[src/rtl/tlx_sram_arb.sv]
// Round-robin arbiter sharing one single-port SRAM among NUM_CH masters.
// Optional `TLX_SRAM_ARB_PRIO0_EN gives channel 0 fixed priority.
module tlx_sram_arb #(
  parameter int NUM_CH     = 2,
  parameter int DATA_WIDTH = 64,
  parameter int ADDR_WIDTH = 27,
  parameter int RD_LATENCY = 1
) (
  input  logic                           CLK,
  input  logic                           RESET,
  input  logic [NUM_CH-1:0]              REQ_VALID,
  output logic [NUM_CH-1:0]              REQ_READY,
  input  logic [NUM_CH-1:0]              REQ_WRITE,
  input  logic [NUM_CH*ADDR_WIDTH-1:0]   REQ_ADDR,
  input  logic [NUM_CH*DATA_WIDTH-1:0]   REQ_WDATA,
  input  logic [NUM_CH*DATA_WIDTH/8-1:0] REQ_WSTRB,
  output logic [NUM_CH-1:0]              RSP_VALID,
  input  logic [NUM_CH-1:0]              RSP_READY,
  output logic [NUM_CH-1:0]              RSP_WRITE,
  output logic [NUM_CH*DATA_WIDTH-1:0]   RSP_RDATA,
  output logic                           SRAM_CEn,
  output logic                           SRAM_WEn,
  output logic [ADDR_WIDTH-1:0]          SRAM_ADDR,
  output logic [DATA_WIDTH-1:0]          SRAM_WDATA,
  output logic [DATA_WIDTH/8-1:0]        SRAM_WBEn,
  input  logic [DATA_WIDTH-1:0]          SRAM_RDATA
);

  localparam int SW = DATA_WIDTH / 8;
  localparam int CW = (NUM_CH > 1) ? $clog2(NUM_CH) : 1;
  localparam int LL = RD_LATENCY - 1;

  logic [NUM_CH-1:0]     busy;
  logic [NUM_CH-1:0]     rsp_v;
  logic [NUM_CH-1:0]     rsp_w;
  logic [NUM_CH-1:0]     rsp_hs;
  logic [NUM_CH-1:0]     elig;
  logic [NUM_CH-1:0]     gnt;
  logic [DATA_WIDTH-1:0] rsp_d [NUM_CH];
  logic [CW-1:0]         ptr;
  logic [CW-1:0]         ptr_nxt;
  logic [CW-1:0]         gnt_idx;
  logic [CW-1:0]         cand;
  logic                  gnt_any;
  logic                  ptr_en;
  logic [RD_LATENCY-1:0] tv;
  logic [RD_LATENCY-1:0] tw;
  logic [CW-1:0]         tc [RD_LATENCY];

  assign rsp_hs = rsp_v & RSP_READY;
  assign elig   = REQ_VALID & (~busy | rsp_hs);

  always_comb begin
    gnt_any = 1'b0;
    gnt_idx = '0;
    cand    = '0;
    gnt     = '0;
`ifdef TLX_SRAM_ARB_PRIO0_EN
    if (elig[0]) gnt_any = 1'b1;
`endif
    for (int k = 0; k < NUM_CH; k++) begin
      cand = CW'((int'(ptr) + k) % NUM_CH);
      if (!gnt_any && elig[cand]) begin
        gnt_any = 1'b1;
        gnt_idx = cand;
      end
    end
    // no grants while reset is held, so outputs show idle values
    if (RESET) gnt_any = 1'b0;
    if (gnt_any) gnt[gnt_idx] = 1'b1;
  end

  assign ptr_nxt = (int'(gnt_idx) == NUM_CH - 1) ? '0 : gnt_idx + CW'(1);
`ifdef TLX_SRAM_ARB_PRIO0_EN
  assign ptr_en  = gnt_any && (gnt_idx != '0);
`else
  assign ptr_en  = gnt_any;
`endif

  assign REQ_READY = gnt;

  always_comb begin
    SRAM_CEn   = 1'b1;
    SRAM_WEn   = 1'b1;
    SRAM_WBEn  = '1;
    SRAM_ADDR  = '0;
    SRAM_WDATA = '0;
    if (gnt_any) begin
      SRAM_CEn   = 1'b0;
      SRAM_WEn   = ~REQ_WRITE[gnt_idx];
      SRAM_ADDR  = REQ_ADDR[int'(gnt_idx)*ADDR_WIDTH +: ADDR_WIDTH];
      SRAM_WDATA = REQ_WDATA[int'(gnt_idx)*DATA_WIDTH +: DATA_WIDTH];
      if (REQ_WRITE[gnt_idx])
        SRAM_WBEn = ~REQ_WSTRB[int'(gnt_idx)*SW +: SW];
    end
  end

  always_ff @(posedge CLK or posedge RESET) begin
    if (RESET) begin
      ptr  <= '0;
      busy <= '0;
      tv   <= '0;
      tw   <= '0;
      for (int i = 0; i < RD_LATENCY; i++) tc[i] <= '0;
    end else begin
      if (ptr_en) ptr <= ptr_nxt;
      busy  <= (busy & ~rsp_hs) | gnt;
      tv[0] <= gnt_any;
      tw[0] <= gnt_any & REQ_WRITE[gnt_idx];
      tc[0] <= gnt_idx;
      for (int i = 1; i < RD_LATENCY; i++) begin
        tv[i] <= tv[i-1];
        tw[i] <= tw[i-1];
        tc[i] <= tc[i-1];
      end
    end
  end

  // last tag stage lines up with SRAM_RDATA of the tagged access
  always_ff @(posedge CLK or posedge RESET) begin
    if (RESET) begin
      rsp_v <= '0;
      rsp_w <= '0;
      for (int c = 0; c < NUM_CH; c++) rsp_d[c] <= '0;
    end else begin
      for (int c = 0; c < NUM_CH; c++) begin
        if (tv[LL] && tc[LL] == CW'(c)) begin
          rsp_v[c] <= 1'b1;
          rsp_w[c] <= tw[LL];
          rsp_d[c] <= tw[LL] ? '0 : SRAM_RDATA;
        end else if (rsp_hs[c]) begin
          rsp_v[c] <= 1'b0;
        end
      end
    end
  end

  assign RSP_VALID = rsp_v;
  assign RSP_WRITE = rsp_w;

  for (genvar g = 0; g < NUM_CH; g++) begin : g_rsp
    assign RSP_RDATA[g*DATA_WIDTH +: DATA_WIDTH] = rsp_d[g];
  end

endmodule

[config.mk]
export PLATFORM = sky130hd
export DESIGN_NAME = tlx_sram_arb
export DESIGN_NICKNAME = d
export VERILOG_FILES = /design/src/rtl/tlx_sram_arb.sv
export SDC_FILE = /design/constraint.sdc
export NUM_CORES = 1
export LEC_CHECK = 0
export CORE_AREA = 3 3 195 197
export DETAILED_ROUTE_END_ITERATION = 16
export DIE_AREA = 0 0 198 200
export SYNTH_ARGS = -nofsm -noshare
export SYNTH_HDL_FRONTEND = slang
export SYNTH_SLANG_ARGS = --single-unit
[constraint.sdc]
create_clock -name CLK -period 11.46 [get_ports CLK]
set_clock_uncertainty 0.05 [all_clocks]
set_input_delay 3.438 -clock CLK [delete_from_list [all_inputs] [get_ports CLK]]
set_output_delay 3.438 -clock CLK [all_outputs]
set_load 0.01 [all_outputs]
### Yosys cells after proc, flatten, opt, wreduce, memory -nomap -nowiden

Cells that the tools add are included.

* output and inout bits: 235
* bits in registers: 138
* logic and storage cells: 65

* $mul: 1
* bitwise operators: 11
* order comparisons: 4
* muxes and demuxes: 26
* reductions and logical operators: 7
* shift operators: 3
* $add $sub $neg: 2

Operator list (number)
* $mux W64: 2
* $shiftx A128 B8 Y64: 1
* $shiftx A54 B7 Y27: 1
* $mux W27: 1
* $mux W1: 19
* $mux W8: 2
* $shiftx A16 B5 Y8: 1
* $not A8 Y8: 1
* $and A2 B2 Y2: 3
* $lt A1 B2 Y1 const B: 3
* $mul A1 B5 Y6 const B: 1
* $logic_and A1 B1 Y1: 4
* $not A2 Y2: 2
* $or A2 B2 Y2: 2
* $reduce_bool A2 Y1: 2
* $add A1 B1 Y1 const B: 2
* $mux W2: 1
* $not A1 Y1: 2
* $and A1 B1 Y1: 1
* $demux W1 S1: 1
* $ge A1 B1 Y1 const B: 1
* $logic_not A1 Y1: 1

### Longest topological paths before layout

Gate-level depths: netlist of the first run.

* depth in word-level cells: 15
* gate-level depth with buffers: 7
* mapped depth without buffers: 5

### Worst setup path before layout of the first run

No wires, ideal clock.

* path kind: in2out
* from: in RESET
* to: out SRAM_ADDR[0]
* arrival: 7.334 ns
* stages: 6
* path slack: 0.638 ns
* cells stage by stage: inv_1 -> nand2b_1 -> inv_2 -> buf_6 -> buf_6 -> a22o_1

* cells in the longest elaborated chain, start to end: 2

RTL lines
* start, declared: RTL line 10 `input logic RESET,`
* $mux W1: RTL line 69 `if (RESET) gnt_any = 1'b0;`
* $mux W27: RTL line 88 `if (gnt_any) begin`
* end, declared: RTL line 23 `output logic [ADDR_WIDTH-1:0] SRAM_ADDR,`

Every way passes these cells.

### Worst setup path in the final report of the first run

* from: in RSP_READY[0]
* to: out SRAM_WDATA[46]

* cells in the longest elaborated chain, start to end: 11
* elaborated cells on any way between the ends: 16

RTL lines
* start, declared: RTL line 18 `input logic [NUM_CH-1:0] RSP_READY,`
* $and A2 B2 Y2 (*): RTL line 50 `assign rsp_hs = rsp_v & RSP_READY;`
* $or A2 B2 Y2 (*): RTL line 51 `assign elig = REQ_VALID & (~busy | rsp_hs);`
* $and A2 B2 Y2 (*): RTL line 51
* $mux W1 (implied by the code) (2 in series): RTL line 63 `if (!gnt_any && elig[cand]) begin`
* $mux W1: RTL line 63
* $logic_not A1 Y1: RTL line 63
* $logic_and A1 B1 Y1: RTL line 63
* $mux W1: RTL line 63
* $shiftx A128 B8 Y64 or $mux W1 (tied branches): RTL line 92, 69
* $mux W64 (*): RTL line 88
* end, declared: RTL line 24 `output logic [DATA_WIDTH-1:0] SRAM_WDATA,`

Mark *: on every way between the ends. The rest lies on a longest branch, timed or not. The select of a mux whose other input is x is not followed.

==> impl_metrics.csv, run 1 <==
group,metric,value,unit
die,initial_utilization,17.6,%
cts,cts_tree,"yes",
power,sw_frac_of_total,34.2,%
layout,area_growth,93.3,%
cts,hold_buffers,0,
die,dieArea,0.0396,mm^2
sta,fmax,0.101,GHz
sta,tns,0,ns
layout,nNetsFinal,1395,
layout,final_cells,1610,
synth,yosysUniqueCellTypes,23,
synth,ys_ff_latch,138,
power,pwr-share-comb,47.4,%
detailed_routing,totalWireLength,32000,um
die,die_w,198,um
sta,fin_crit,9.93,ns
placed_design,io_buffers,504,
worst_setup_path,critPathMaxFanout,38,
global_routing,grt_overflow,0,
detailed_routing,drt_iter0_drc,201,
power,ir_drop,99.7,uV
sta,slew_headroom,33.3,%
worst_hold_path,min_path_type,"reg2reg",
cts,cts_root_buf,"clkbuf_16",
global_routing,antenna_found_initial,8,
sta,grt_setup_unrepaired,"no",
cts,clkTransAtPathRegs,0.06,ns
worst_setup_path,end_kind,"primary output",
cts,cts_buffers,17,
detailed_routing,routed-via-count,6629,
synth,seq_area_frac_synth,53.8,%
worst_setup_path,r2r_cells,4,
cts,clockBufferDepth,2,
detailed_routing,drc,0,
placed_design,dpl.cell_count,1574,
layout,mostFrequentLayoutCells,"504 x clkdlybuf4s50_1, 140 x nand2_1, 137 x dfrtp_1",
sta,finalHoldViolations,0,
global_routing,grt_usage,15.4,%
power,internal_power,1.77,mW
detailed_routing,ant_nets,0,
worst_setup_path,setup.worst_path.class,"in2out",
sta,worst_pin_slew,1.00,ns
power,power,2.69,mW
cts,cts_setup_buffers,0,
worst_setup_path,crit_slowest_cell,"clkdlybuf4s50_1",
worst_setup_path,crit_chain,"clkdlybuf4s50_1 > a21boi_1 > o311ai_2 > nand2b_1 > inv_2 > buf_4 > a22o_1 > clkdlybuf4s50_1",
worst_setup_path,max_stage_delay,0.54,ns
worst_setup_path,required,7.97,ns
detailed_routing,firstDrtPassIters,4,
detailed_routing,vias_per_cell,4.12,
placed_design,gp_congestion,0.845,
synth,synth_nets,920,
synth,avgSynthCellArea,9.87,um^2
global_routing,grt_pass1_wl,44900,um
layout,drive_above_1_share,5.10,%
power,leakage,5.16,nW
sta,setup_viol,0,
die,die_h,200,um
die,io_pins,505,
cts,insertion_delay,0.44,ns
outcome,outcome,"completed",
power,p_switching,0.921,mW
layout,layout_commonest_cell,"clkdlybuf4s50_1",
layout,utilization,34.0,%
power,power_density,217,mW/mm^2
power,power_frac_seq,31.5,%
worst_setup_path,setup.worst_path.start_class,"input pin",
placed_design,hpwlAfterDp,26200,um
synth,syn_inst,650,
synth,yosys_warnings,0,
die,core.rowCount,70,
synth,synth_area,0.00642,mm^2
sta,finalCritPeriodShare,86.7,%
sta,drv_slew,0,
worst_hold_path,holdPathStages,2,
cts,cts_resized,0,
power,clockPowerShare,21.1,%
cts,clock_sinks,138,
global_routing,grt_pass1_vias,6840,
worst_setup_path,cp.arrival,6.44,ns
job,max_cap_viol_count,0,
cts,h-tree-depth,4,
worst_setup_path,path_common_cell,"clkdlybuf4s50_1",
global_routing,grt_max_degree,106,
detailed_routing,routedWlPerCell,19.9,um
die,coreArea,0.0364,mm^2
-- final cells by class --
type / instances / area, um^2
fill: 3773 / 24000
clock buffer: 19 / 433
sequential: 138 / 3450
multi-input combinational: 448 / 2610
tap: 468 / 586
timing repair buffer: 512 / 5100
antenna: 4 / 10.0
inverter: 8 / 35.0
clock inverter: 13 / 169
-- synth_stat cells (all sizes together) --
master,number,area [um^2]
and3,1,6.26
buf,23,221
inv,7,26.3
dfrtp,138,3450
clkinv,1,3.75
a21bo,1,10.0
nor3,1,10.0
clkbuf,33,124
o21ai,130,651
mux2,10,113
or2,1,6.26
a22o,91,797
a21oi,1,5.00
nand2b,67,419
o32a,1,11.3
a21boi,1,7.51
o311ai,1,16.3
o21a,1,7.51
nand2,141,529
-- worst max-delay path, delay by kind of cell --
kind	cells	cell delay, ns
buffers and inverters	4	1.90
AND/OR/NAND/NOR	1	0.31
AO/OA/AOI/OAI	3	0.75
-- sequential cells by signal, summed over array words and instances (netlist names) --
| signal | cells |
|---|---|
| RSP_RDATA | 128 |
| RSP_VALID | 2 |
| RSP_WRITE | 2 |
| busy | 2 |
| ptr | 1 |
| tc | 1 |
| tv | 1 |
| tw | 1 |
-- routing by layer --
layer / up-vias / routed length (um) / part of all wire (%) / track usage, %
met5: - / 21 / 0.066 / 0
met4: 4 / 769 / 2.4 / 4.93
met3: 39 / 2130 / 6.6 / 4.11
met2: 281 / 17600 / 55 / 29.9
met1: 3100 / 11500 / 36 / 16.1
li1: 3205 / - / - / -
-- path summary, 6_finish.rpt --
| path | from | endpoint | slack (ns) |
|---|---|---|---|
| setup / recovery | RSP_READY[0] | SRAM_WDATA[46] | 1.53 |
| hold / removal | RSP_RDATA[57] | RSP_RDATA[57] | 0.42 |
| setup reg to reg | RSP_VALID[0] | tw | 9.29 |
| hold reg to reg | RSP_RDATA[57] | RSP_RDATA[57] | 0.42 |
| max in group asynchronous | RESET | RSP_RDATA[84] | 6.82 |
| min in group asynchronous | RESET | RSP_VALID[1] | 3.42 |
-- power groups by stage --
| stage | clock [mW] | sequential [mW] | combinational [mW] |
|---|---|---|---|
| after global routing | 0.606 | 0.877 | 1.38 |
| after floorplan | 0 | 0.944 | 0.393 |
| after CTS | 0.584 | 0.849 | 1.30 |
| after global placement | 0 | 0.845 | 1.28 |
| final | 0.567 | 0.846 | 1.28 |
| after detailed placement | 0 | 0.856 | 1.30 |
-- through the flow --
stage	hold slack, ns	setup slack [ns]	cell area, um^2
6_report	0.424	1.53	12400
5_1_grt	0.452	1.35	12400
4_1_cts	0.432	1.52	12400
3_5_place_dp	0.419	1.52	11800
3_3_place_gp	0.410	1.63	11800
2_1_floorplan	0.448	0.638	6420
-- cell families (layout without fill, tap and decap cells) --
kind of cell           count (synthesis)  in the layout  share of synthesized area, %
flip-flops                           138            138                          53.8
AND/OR/NAND/NOR                      211            211                          15.1
other                                  0              4                             0
buffers and inverters                 64            552                          5.85
AO/OA/AOI/OAI                        227            227                          23.5
multiplexers                          10             10                          1.75
Power figures use the tool's default switching activity.
==> run 2, diff against run 1 <==
--- a/config.mk
+++ b/config.mk
@@ -8,6 +8,7 @@
 export CORE_AREA = 3 3 195 197
 export DETAILED_ROUTE_END_ITERATION = 16
 export DIE_AREA = 0 0 198 200
+export REMOVE_ABC_BUFFERS = 1
 export SYNTH_ARGS = -nofsm -noshare
 export SYNTH_HDL_FRONTEND = slang
 export SYNTH_SLANG_ARGS = --single-unit
==> run 2 against run 1 <==
Net effect: wire length increased by 2.7%; worst hold slack better by 0.0014 ns; register-to-register slack improved by 0.05 ns; combinational power about the same; worst setup slack got worse by 0.071 ns; maximum frequency down 0.71%; critical path type unchanged; critical endpoint is now SRAM_ADDR[19]; largest cell class unchanged; highest routed layer unchanged.
==> impl_metrics.csv, run 2 (synthesis results as in run 1) <==
group,metric,value,unit
cts,clockBufferDepth,2,
layout,mostFrequentLayoutCells,"504 x clkdlybuf4s50_1, 140 x nand2_1, 137 x dfrtp_1",
worst_setup_path,setup.worst_path.class,"in2out",
cts,cts_resized,0,
layout,multi_input_area,0.00261,mm^2
worst_setup_path,crit_family,"buffers and inverters",
detailed_routing,drt_iter0_drc,187,
worst_setup_path,reg2reg_slack,9.34,ns
global_routing,grt_util_met1,15.5,%
worst_setup_path,required,7.97,ns
die,dieArea,0.0396,mm^2
global_routing,use_met2,30.5,%
detailed_routing,drc,0,
sta,finalCritPeriodShare,87.3,%
global_routing,busiest_layer,"met2",
worst_setup_path,cp.arrival,6.51,ns
detailed_routing,totalWireLength,32900,um
sta,slew_headroom,34.8,%
cts,h-tree-depth,4,
sta,setup_viol,0,
worst_setup_path,path_common_cell,"clkdlybuf4s50_1",
sta,worst_pin_slew,0.979,ns
detailed_routing,firstDrtPassIters,7,
sta,fin_ws,1.46,ns
cts,cts_root_buf,"clkbuf_16",
placed_design,io_buffers,504,
layout,layout_commonest_cell,"clkdlybuf4s50_1",
detailed_routing,vias_per_cell,4.13,
placed_design,gp_congestion,0.842,
global_routing,met3_usage,4.78,%
global_routing,grt_overflow,0,
global_routing,grt_usage,15.7,%
power,sw_frac_of_total,34.7,%
worst_setup_path,crit_chain,"clkdlybuf4s50_1 > a21boi_1 > o311ai_2 > nand2b_1 > inv_2 > buf_12 > a22o_1 > clkdlybuf4s50_1",
power,power_frac_seq,32.1,%
power,leakage,5.12,nW
cts,clkTransAtPathRegs,0.06,ns
worst_setup_path,setup.worst_path.start_class,"input pin",
power,power,2.63,mW
placed_design,hpwlAfterDp,27300,um
die,coreArea,0.0364,mm^2
global_routing,grt_max_degree,108,
layout,drive_above_1_share,5.10,%
sta,holdWs,0.425,ns
cts,cts_tree,"yes",
job,max_cap_viol_count,0,
layout,area_growth,92.5,%
worst_setup_path,cp.depth,8,
worst_hold_path,holdPathStages,2,
cts,clock_sinks,138,
power,clockPowerShare,19.3,%
power,ir_drop,100,uV
sta,drv_slew,0,
worst_setup_path,critPathMaxFanout,53,
global_routing,grt_pass1_wl,45100,um
die,die_h,200,um
layout,final-seq-area,0.00345,mm^2
outcome,outcome,"completed",
power,internal_power,1.72,mW
detailed_routing,ant_nets,0,
cts,insertion_delay,0.42,ns
die,io_pins,505,
cts,hold_buffers,0,
die,die_w,198,um
power,power_density,213,mW/mm^2
worst_setup_path,end_kind,"primary output",
sta,grt_setup_unrepaired,"no",
cts,cts_setup_buffers,0,
detailed_routing,routedWlPerCell,20.4,um
layout,nNetsFinal,1394,
placed_design,place_ws,1.42,ns
sta,finalHoldViolations,0,
layout,largest_reg_flops,128,
worst_hold_path,min_path_type,"reg2reg",
power,pwr-share-comb,48.5,%
worst_setup_path,worst-path-buf-inv,4,
sta,fin_crit,10.00,ns
layout,nFillCells,3771,
worst_setup_path,crit_slowest_cell,"inv_2",
cts,cts_buffers,17,
die,core.rowCount,70,
power,p_switching,0.913,mW
detailed_routing,routed-via-count,6649,
global_routing,antenna_found_initial,11,
worst_setup_path,r2r_cells,3,
sta,fmax,0.100,GHz
worst_setup_path,max_stage_delay,0.71,ns
global_routing,grt_pass1_vias,6740,
die,initial_utilization,17.6,%
[run 2: changes by cell type in the layout (fill, tap and decap cells not counted), sizes merged]
| cell | delta |
|---|---|
| bufinv | -3 |
| clkinvlp | +3 |
| clkinv | -2 |
| diode | +2 |
| buf | -1 |
| clkbuf | +1 |
| inv | +1 |
[run 2: worst min-delay path, stage by stage, from the launching register on]
cell	delay, ns
dfrtp_1	0.34
nand2_1	0.04
o21ai_0	0.06
[run 2: final cells by class]
class	instances	area share, %
clock buffer	20	3.70
inverter	8	0.284
timing repair buffer	511	41.4
tap	468	4.74
sequential	138	28.0
clock inverter	12	0.719
antenna	6	0.122
multi-input combinational	448	21.1
[run 2: power by group through the flow]
| stage | Combinational (mW) | Clock [mW] | Sequential [mW] |
|---|---|---|---|
| after floorplan | 0.359 | 0 | 0.951 |
| after global placement | 1.28 | 0 | 0.848 |
| after detailed placement | 1.30 | 0 | 0.857 |
| after CTS | 1.30 | 0.525 | 0.849 |
| after global routing | 1.38 | 0.545 | 0.879 |
| final | 1.28 | 0.509 | 0.844 |
[run 2: final timing paths]
kind,startpoint,to
worst max register to register,tc,RSP_WRITE[0]
min in group asynchronous,RESET,ptr
worst min-delay path,RSP_RDATA[68],RSP_RDATA[68]
worst min register to register,RSP_RDATA[68],RSP_RDATA[68]
worst max-delay path,RSP_READY[0],SRAM_ADDR[19]
max in group asynchronous,RESET,tw
[run 2: per-stage QoR]
| step | instances | instance area, um^2 | TNS (ns) | util, % |
|---|---|---|---|---|
| finish | 1611 | 12400 | 0 | 33.9 |
| global route | 1607 | 12300 | 0 | 33.9 |
| CTS | 1605 | 12300 | 0 | 33.9 |
| detailed placement | 1573 | 11800 | 0 | 32.4 |
| global placement | 1573 | 11800 | 0 | 32.4 |
| floorplan | 594 | 6070 | -1.21 | - |
[run 2: layer usage]
layer  wire length [um]  share of wire [%]  up-vias
met5                 75               0.23        -
met2              18100                 55      280
met1              11300                 34     3094
met3               2290                7.0       51
li1                   -                  -     3214
met4               1170                3.6       10
==> run 3, diff against run 2 <==
--- a/config.mk
+++ b/config.mk
@@ -5,6 +5,7 @@
 export SDC_FILE = /design/constraint.sdc
 export NUM_CORES = 1
 export LEC_CHECK = 0
+export ABC_AREA = 1
 export CORE_AREA = 3 3 195 197
 export DETAILED_ROUTE_END_ITERATION = 16
 export DIE_AREA = 0 0 198 200
==> run 3 against run 2 <==
Net effect: utilization rose by 2.1 points; via count rose by 23%; first-iteration DRC count rose by 100%; die area did not move; sequential power rose by 0.5%; global-route usage rose by 1.6 points; register-to-register slack got worse by 0.28 ns; power rose by 7.4%; final area rose by 6.3%; largest cell class unchanged; critical endpoint is now SRAM_WDATA[18]; worst hold slack got worse by 0.0076 ns.
==> impl_metrics.csv, run 3 <==
group,metric,value,unit
power,leakage,6.49,nW
cts,cts_buffers,17,
layout,nNetsFinal,1801,
cts,clock_sinks,138,
sta,worst_pin_slew,0.925,ns
synth,yosys.area_share.simple,41.8,%
cts,clkTransAtPathRegs,0.06,ns
die,core.rowCount,70,
power,power_density,215,mW/mm^2
sta,slew_headroom,38.2,%
layout,layout_commonest_cell,"nand2_1",
sta,finalCritPeriodShare,86.8,%
power,power,2.82,mW
sta,fin_crit,9.95,ns
layout,final_cells,2015,
cts,cts_setup_buffers,0,
placed_design,dpl.cell_count,1980,
detailed_routing,ant_nets,0,
synth,synth_top_family_by_area,"simple AND/OR/NAND/NOR gates",
detailed_routing,drc,0,
cts,cts_resized,0,
worst_setup_path,setup.worst_path.class,"in2out",
synth,synth-compound-area-share,0.728,%
cts,h-tree-depth,4,
power,clockPowerShare,20.0,%
layout,utilization,36.0,%
die,io_pins,505,
job,max_cap_viol_count,0,
sta,grt_setup_unrepaired,"no",
synth,synth_edf_count,0,
layout,largest_reg_flops,128,
synth,synth_area,0.00705,mm^2
die,initial_utilization,19.4,%
synth,seq_area_frac_synth,49.0,%
global_routing,grt_usage,17.3,%
synth,synth_common_cells,"683 x nand2_1, 138 x dfrtp_1, 75 x inv_1",
detailed_routing,vias_per_cell,4.07,
cts,cts_root_buf,"clkbuf_16",
synth,synthXorXnorAreaFrac,0,%
global_routing,grt_overflow,0,
worst_setup_path,reg2reg_slack,9.06,ns
power,pwr-share-comb,50.0,%
global_routing,grt_max_degree,68,
worst_setup_path,reg2reg_from,"tc",
layout,design_area,0.0131,mm^2
synth,avgSynthCellArea,6.71,um^2
synth,synthFlopType,"dfrtp_1",
detailed_routing,totalWireLength,35800,um
synth,synth_area_leaders,"dfrtp_1 49%, nand2_1 36%, inv_1 4.0%, nor2_1 3.5%, buf_6 1.4%",
sta,drv_slew,0,
placed_design,gp_congestion,0.912,
die,die_h,200,um
sta,fmax,0.101,GHz
detailed_routing,firstDrtPassIters,5,
worst_setup_path,r2r_cells,6,
global_routing,grt_pass1_wl,51100,um
power,p_switching,1.02,mW
placed_design,hpwlAfterDp,28800,um
worst_setup_path,end_kind,"primary output",
cts,clockBufferDepth,2,
power,internal_power,1.80,mW
synth,async_reset_ff_share,100,%
placed_design,dpl-instance-area,0.0125,mm^2
worst_setup_path,critPathMaxFanout,43,
placed_design,io_buffers,504,
synth,synth_top_area_share,49.0,%
sta,finalHoldViolations,0,
worst_setup_path,setup.worst_path.start_class,"input pin",
synth,yosys_warnings,0,
worst_setup_path,rr_endpoint,"RSP_WRITE[0]",
layout,area_growth,86.2,%
worst_setup_path,cp.arrival,6.46,ns
synth,yosys.area_share.adder,0,%
worst_hold_path,hold_end,"RSP_RDATA[15]",
global_routing,antenna_found_initial,15,
die,coreArea,0.0364,mm^2
worst_hold_path,holdPathStages,2,
outcome,outcome,"completed",
cts,cts_tree,"yes",
layout,final-seq-area,0.00345,mm^2
die,die_w,198,um
layout,multi_input_area,0.00302,mm^2
layout,nFillCells,3871,
synth,yosysTopAreaCell,"dfrtp_1",
cts,hold_buffers,0,
power,sw_frac_of_total,36.1,%
worst_setup_path,startpoint,"RESET",
power,ir_drop,97.2,uV
synth,synthMuxAreaShare,0,%
global_routing,grt_pass1_vias,8172,
detailed_routing,routed-via-count,8204,
worst_hold_path,worstHoldStart,"RSP_RDATA[15]",
worst_setup_path,required,7.97,ns
power,power_frac_seq,30.1,%
cts,insertion_delay,0.42,ns
detailed_routing,routedWlPerCell,17.8,um
sta,setup_viol,0,
detailed_routing,drt_iter0_drc,376,
sta,fin_ws,1.51,ns
synth,syn_inst,1050,
layout,drive_above_1_share,3.76,%
synth,synthMostInstantiatedCell,"nand2_1",
synth,yosysUniqueCellTypes,19,
layout,mostFrequentLayoutCells,"682 x nand2_1, 504 x clkdlybuf4s50_1, 137 x dfrtp_1",
die,dieArea,0.0396,mm^2
synth,ys_ff_latch,138,
worst_hold_path,min_path_type,"reg2reg",
placed_design,place_ws,1.46,ns
[run 3: kinds of logic (layout without fill, tap and decap cells)]
kind of cell	count (synthesis)	after routing
simple gates	771	771
other cells	0	4
buf+inv	133	626
flops	138	138
compound gates	8	8
[run 3: layout make-up]
type                    instances  area share (%)
clock buffers                  21            3.51
clock inverters                10            1.10
multi-input cells             779            23.0
well taps                     468            4.46
diodes                          4          0.0762
inverters                      78            2.31
repair buffers                517            39.3
flip-flops and latches        138            26.3
[run 3: routing by layer]
metal  vias up  track usage (%)  share of wire [%]
li1       4044                -                  -
met1      3723             17.3                 34
met2       356             32.0                 52
met3        69             7.02                9.7
met4        12             6.76                3.5
met5         -                0               0.21
[run 3: how the worst max path moves through the flow]
| stage | end | slack (ns) | depth (start not counted) |
|---|---|---|---|
| 5_1_grt | SRAM_WDATA[18] | 1.23 | 8 |
| 3_3_place_gp | SRAM_ADDR[16] | 1.52 | 8 |
| 4_1_cts | SRAM_WDATA[48] | 1.45 | 8 |
| 3_5_place_dp | SRAM_WDATA[48] | 1.46 | 8 |
| 2_1_floorplan | SRAM_ADDR[0] | -1.11 | 5 |
| 6_report | SRAM_WDATA[18] | 1.51 | 8 |
[run 3: worst max-delay path: stages]
cell,delay [ns]
clkdlybuf4s50_1,0.54
inv_6,0.37
nand2_2,0.20
nor2_4,0.75
buf_4,0.38
nand2_1,0.09
nand2_1,0.09
clkdlybuf4s50_1,0.56
[run 3: power groups by stage]
stage	Combinational, mW	Clock [mW]	Sequential, mW
final	1.41	0.564	0.848
after global routing	1.53	0.602	0.879
after floorplan	0.426	0	0.957
after detailed placement	1.43	0	0.855
after CTS	1.44	0.581	0.851
after global placement	1.42	0	0.847
[run 3: per-stage QoR]
stage                     hold WS, ns  setup TNS (ns)
final                           0.418               0
after global routing            0.446               0
after floorplan                 0.414         -102.11
after global placement          0.404               0
after CTS                       0.422               0
after detailed placement        0.407               0
==> RTL change 1 (settings of run 2) <==
Set the parameter `DATA_WIDTH` to 56 (it was 64).
--- a/src/rtl/tlx_sram_arb.sv
+++ b/src/rtl/tlx_sram_arb.sv
@@ -2,7 +2,7 @@
 // Optional `TLX_SRAM_ARB_PRIO0_EN gives channel 0 fixed priority.
 module tlx_sram_arb #(
   parameter int NUM_CH     = 2,
-  parameter int DATA_WIDTH = 64,
+  parameter int DATA_WIDTH = 56,
   parameter int ADDR_WIDTH = 27,
   parameter int RD_LATENCY = 1
 ) (
Interface: changed (6 resized); port bits go from 505 to 454. No check against the original RTL was run, so the function may have changed too.
==> RTL change 1 against run 2 <==
Clock power up 8.6%; register-to-register slack better by 0.05 ns; routed wire length down 9.1%; sequential cell count down 16; design area down 9.1%; critical endpoint is now SRAM_WDATA[39]; synthesized area down 12%; total power down 7.4%; setup slack better by 0.20 ns; sequential share of layout area down 0.77 points.
==> RTL change 1: results <==
set metrics [dict create \
    wl_um 29900 \
    hold_end "RSP_RDATA[72]" \
    regToRegSetupSlack_ns 9.39 \
    multi_input_area_um2 2340 \
    drtIter0Drc 252 \
    via_count 6023 \
    nFillCells 3843 \
    fin_nets 1250 \
    arrival_ns 6.32 \
    wl_met2_um 16300 \
    grt_first_pass_wirelength_um 41000 \
    dp_slack_ns 1.66 \
    grt_max_degree 115 \
    synthTopCellsByCount "nand2_1, dfrtp_1, o21ai_0" \
    instances_no_fill 1489 \
    netlist_top_cells_area "dfrtp_1, a22o_1, o21ai_0" \
    status "finished clean" \
    met1_usage_pct 13.8 \
    cp-endpoint "SRAM_WDATA[39]" \
    grtUsageMet2_pct 27.3 \
    p_int_mw 1.61 \
    route.met3.wl_um 2490 \
    ys_seq_area_share_pct 54.2 \
    synthDistinctLibCells 22 \
    peakVddDrop_v 0.0000966 \
    place_area_um2 10600 \
    cp_max_fo 51 \
    grt_use_total_pct 14.4 \
    max_stage_delay_ns 0.76 \
    drive_gt1_share_pct 5.20 \
    p_per_area_nw_per_um2 217 \
    syn_avg_cell_area_um2 9.77 \
    p_leak_nw 4.64 \
    gp_congestion 0.825 \
    grt_pass1_vias 6134 \
    drt-met1-wl_um 9830 \
    cp.depth 7 \
    min_period_ns 9.80 \
    drt_first_pass_iters 4 \
    dp_hpwl_um 24800 \
    io_buffer_count 453 \
]
-- RTL change 1: cell types whose count changed in the layout (fill, tap and decap cells not counted), moves of 2 or more --
| cell | before | now |
|---|---|---|
| clkdlybuf4s50_1 | 504 | 453 |
| nand2_1 | 140 | 122 |
| dfrtp_1 | 137 | 122 |
| o21ai_0 | 130 | 115 |
| nand2b_1 | 66 | 57 |
| a22o_1 | 91 | 83 |
| diode_2 | 6 | 2 |
| bufinv_16 | 0 | 3 |
| buf_4 | 6 | 4 |
| inv_1 | 4 | 6 |
| inv_2 | 2 | 0 |
| inv_6 | 5 | 3 |
-- RTL change 1: cell type report --
type | count | area share (%)
Antenna cell | 2 | 0.0446
Clock buffer | 19 | 3.94
Clock inverter | 13 | 1.48
Inverter | 8 | 0.290
Multi-Input combinational cell | 398 | 20.8
Sequential cell | 122 | 27.2
Tap cell | 468 | 5.21
Timing Repair Buffer | 459 | 41.0
==> RTL change 2 (flow settings as in run 2) <==
Made on the original files. Make the reset (`RESET`) synchronous in 2 clocked blocks.
--- a/src/rtl/tlx_sram_arb.sv
+++ b/src/rtl/tlx_sram_arb.sv
@@ -95,7 +95,7 @@
     end
   end
 
-  always_ff @(posedge CLK or posedge RESET) begin
+  always_ff @(posedge CLK) begin
     if (RESET) begin
       ptr  <= '0;
       busy <= '0;
@@ -117,7 +117,7 @@
   end
 
   // last tag stage lines up with SRAM_RDATA of the tagged access
-  always_ff @(posedge CLK or posedge RESET) begin
+  always_ff @(posedge CLK) begin
     if (RESET) begin
       rsp_v <= '0;
       rsp_w <= '0;
Function: differs if RESET is asserted again (counterexample within 4 cycles, from zero or initial values and one cycle with RESET high); with RESET held inactive, the same outputs for 4 cycles.
==> RTL change 2 against run 2 <==
Sequential share of layout area grew 5.8 points; sequential cell count unchanged; critical endpoint is now SRAM_ADDR[3]; critical path depth fell by 1; count of clock-buffer cells in the layout fell by 1; highest routed layer unchanged; design area down 3.2%; routed wire length down 15%; setup slack improved by 0.062 ns; synthesized area down 9.5%.
Power is not compared: it rests on default switching activity, and its combinational part moved more than twofold at a synthesized area within 25%.
==> RTL change 2: results <==
set metrics [dict create \
    cp_max_fo 39 \
    drive_gt1_share_pct 5.96 \
    reg2reg_from "RSP_VALID[0]" \
    synth_edf_count 128 \
    met1_usage_pct 13.0 \
    crit_path_top_delay_cell "nor2_4" \
    dp_hpwl_um 23300 \
    synth_mux_area_share_pct 2.07 \
    viasPerCell 3.87 \
    nFillCells 3640 \
    drtIter0Drc 168 \
    async_flop_share_pct 0 \
    ys_seq_area_share_pct 69.6 \
    instances_no_fill 1358 \
    synth_compound_area_share_pct 15.4 \
    antenna_found_initial 5 \
    grt_pass1_vias 5539 \
    dp.cells 1325 \
    syn_inst 374 \
    drt_first_pass_iters 4 \
    gp_congestion 0.812 \
    grt_use_total_pct 13.1 \
    grt_max_degree 92 \
    synthTopCellsByCount "edfxtp_1, a22o_1, and2_1" \
    place_area_um2 11300 \
    max_stage_delay_ns 0.79 \
    post_drt_wl_per_cell_um 20.5 \
    grt_util_met3_pct 4.48 \
    grtUsageMet2_pct 25.0 \
    synth-main-ff-cell "edfxtp_1" \
    dp_slack_ns 1.45 \
    status "finished clean" \
    grt_first_pass_wirelength_um 37600 \
    synthDistinctLibCells 27 \
]
==> RTL change 2: changes by cell type after synthesis, sizes merged, moves of 3 or more <==
cell | run 2 | this run
o21ai | 130 | 0
and2 | 0 | 64
dfrtp | 138 | 0
edfxtp | 0 | 128
nand2 | 141 | 13
a21oi | 1 | 5
nor2 | 0 | 5
nand2b | 67 | 7
mux2i | 0 | 3
clkbuf | 33 | 16
buf | 23 | 11
dfxtp | 0 | 10
inv | 7 | 3
==> RTL change 2: cells by family after synthesis <==
kind of cell	after synthesis
buffers and inverters	30
flip-flops	138
AND/OR/NAND/NOR	94
multiplexers	11
AO/OA/AOI/OAI	101
==> RTL change 2: layout make-up <==
| type | count | area (um^2) | area share (%) |
|---|---|---|---|
| clock inverter | 13 | 191 | 1.60 |
| antenna | 1 | 2.50 | 0.0209 |
| clock buffer | 19 | 433 | 3.62 |
| timing repair buffer | 510 | 5090 | 42.5 |
| multi-input combinational | 206 | 1610 | 13.4 |
| tap | 468 | 586 | 4.89 |
| sequential | 138 | 4040 | 33.8 |
| inverter | 3 | 11.3 | 0.0941 |
==> RTL change 2: worst register-to-register path: stages, from the launching register on <==
cell      delay [ns]
dfxtp_1         0.37
a21boi_1        0.12
o311ai_4        0.77
o32ai_2         0.44
==> RTL change 2: worst paths after layout <==
path | slack [ns] | cells past startpoint | end
min | 0.40 | 2 | RSP_WRITE[1]
max | 1.52 | 7 | SRAM_ADDR[3]
min reg2reg | 0.40 | 2 | RSP_WRITE[1]
max reg2reg | 9.46 | 3 | tw
==> RTL change 2: power by group through the flow <==
stage,Clock (mW),Combinational [mW],Sequential (mW)
final,0.581,0.365,0.606
after global routing,0.617,0.386,0.609
after CTS,0.597,0.373,0.607
after detailed placement,0,0.372,0.617
after global placement,0,0.370,0.616
after floorplan,0,0.0878,0.637
==> RTL change 2: metal layers <==
| metal | up-vias | routed length, um |
|---|---|---|
| met2 | 321 | 15000 |
| li1 | 2458 | - |
| met4 | 6 | 770 |
| met1 | 2448 | 9500 |
| met5 | - | 28 |
| met3 | 29 | 2580 |
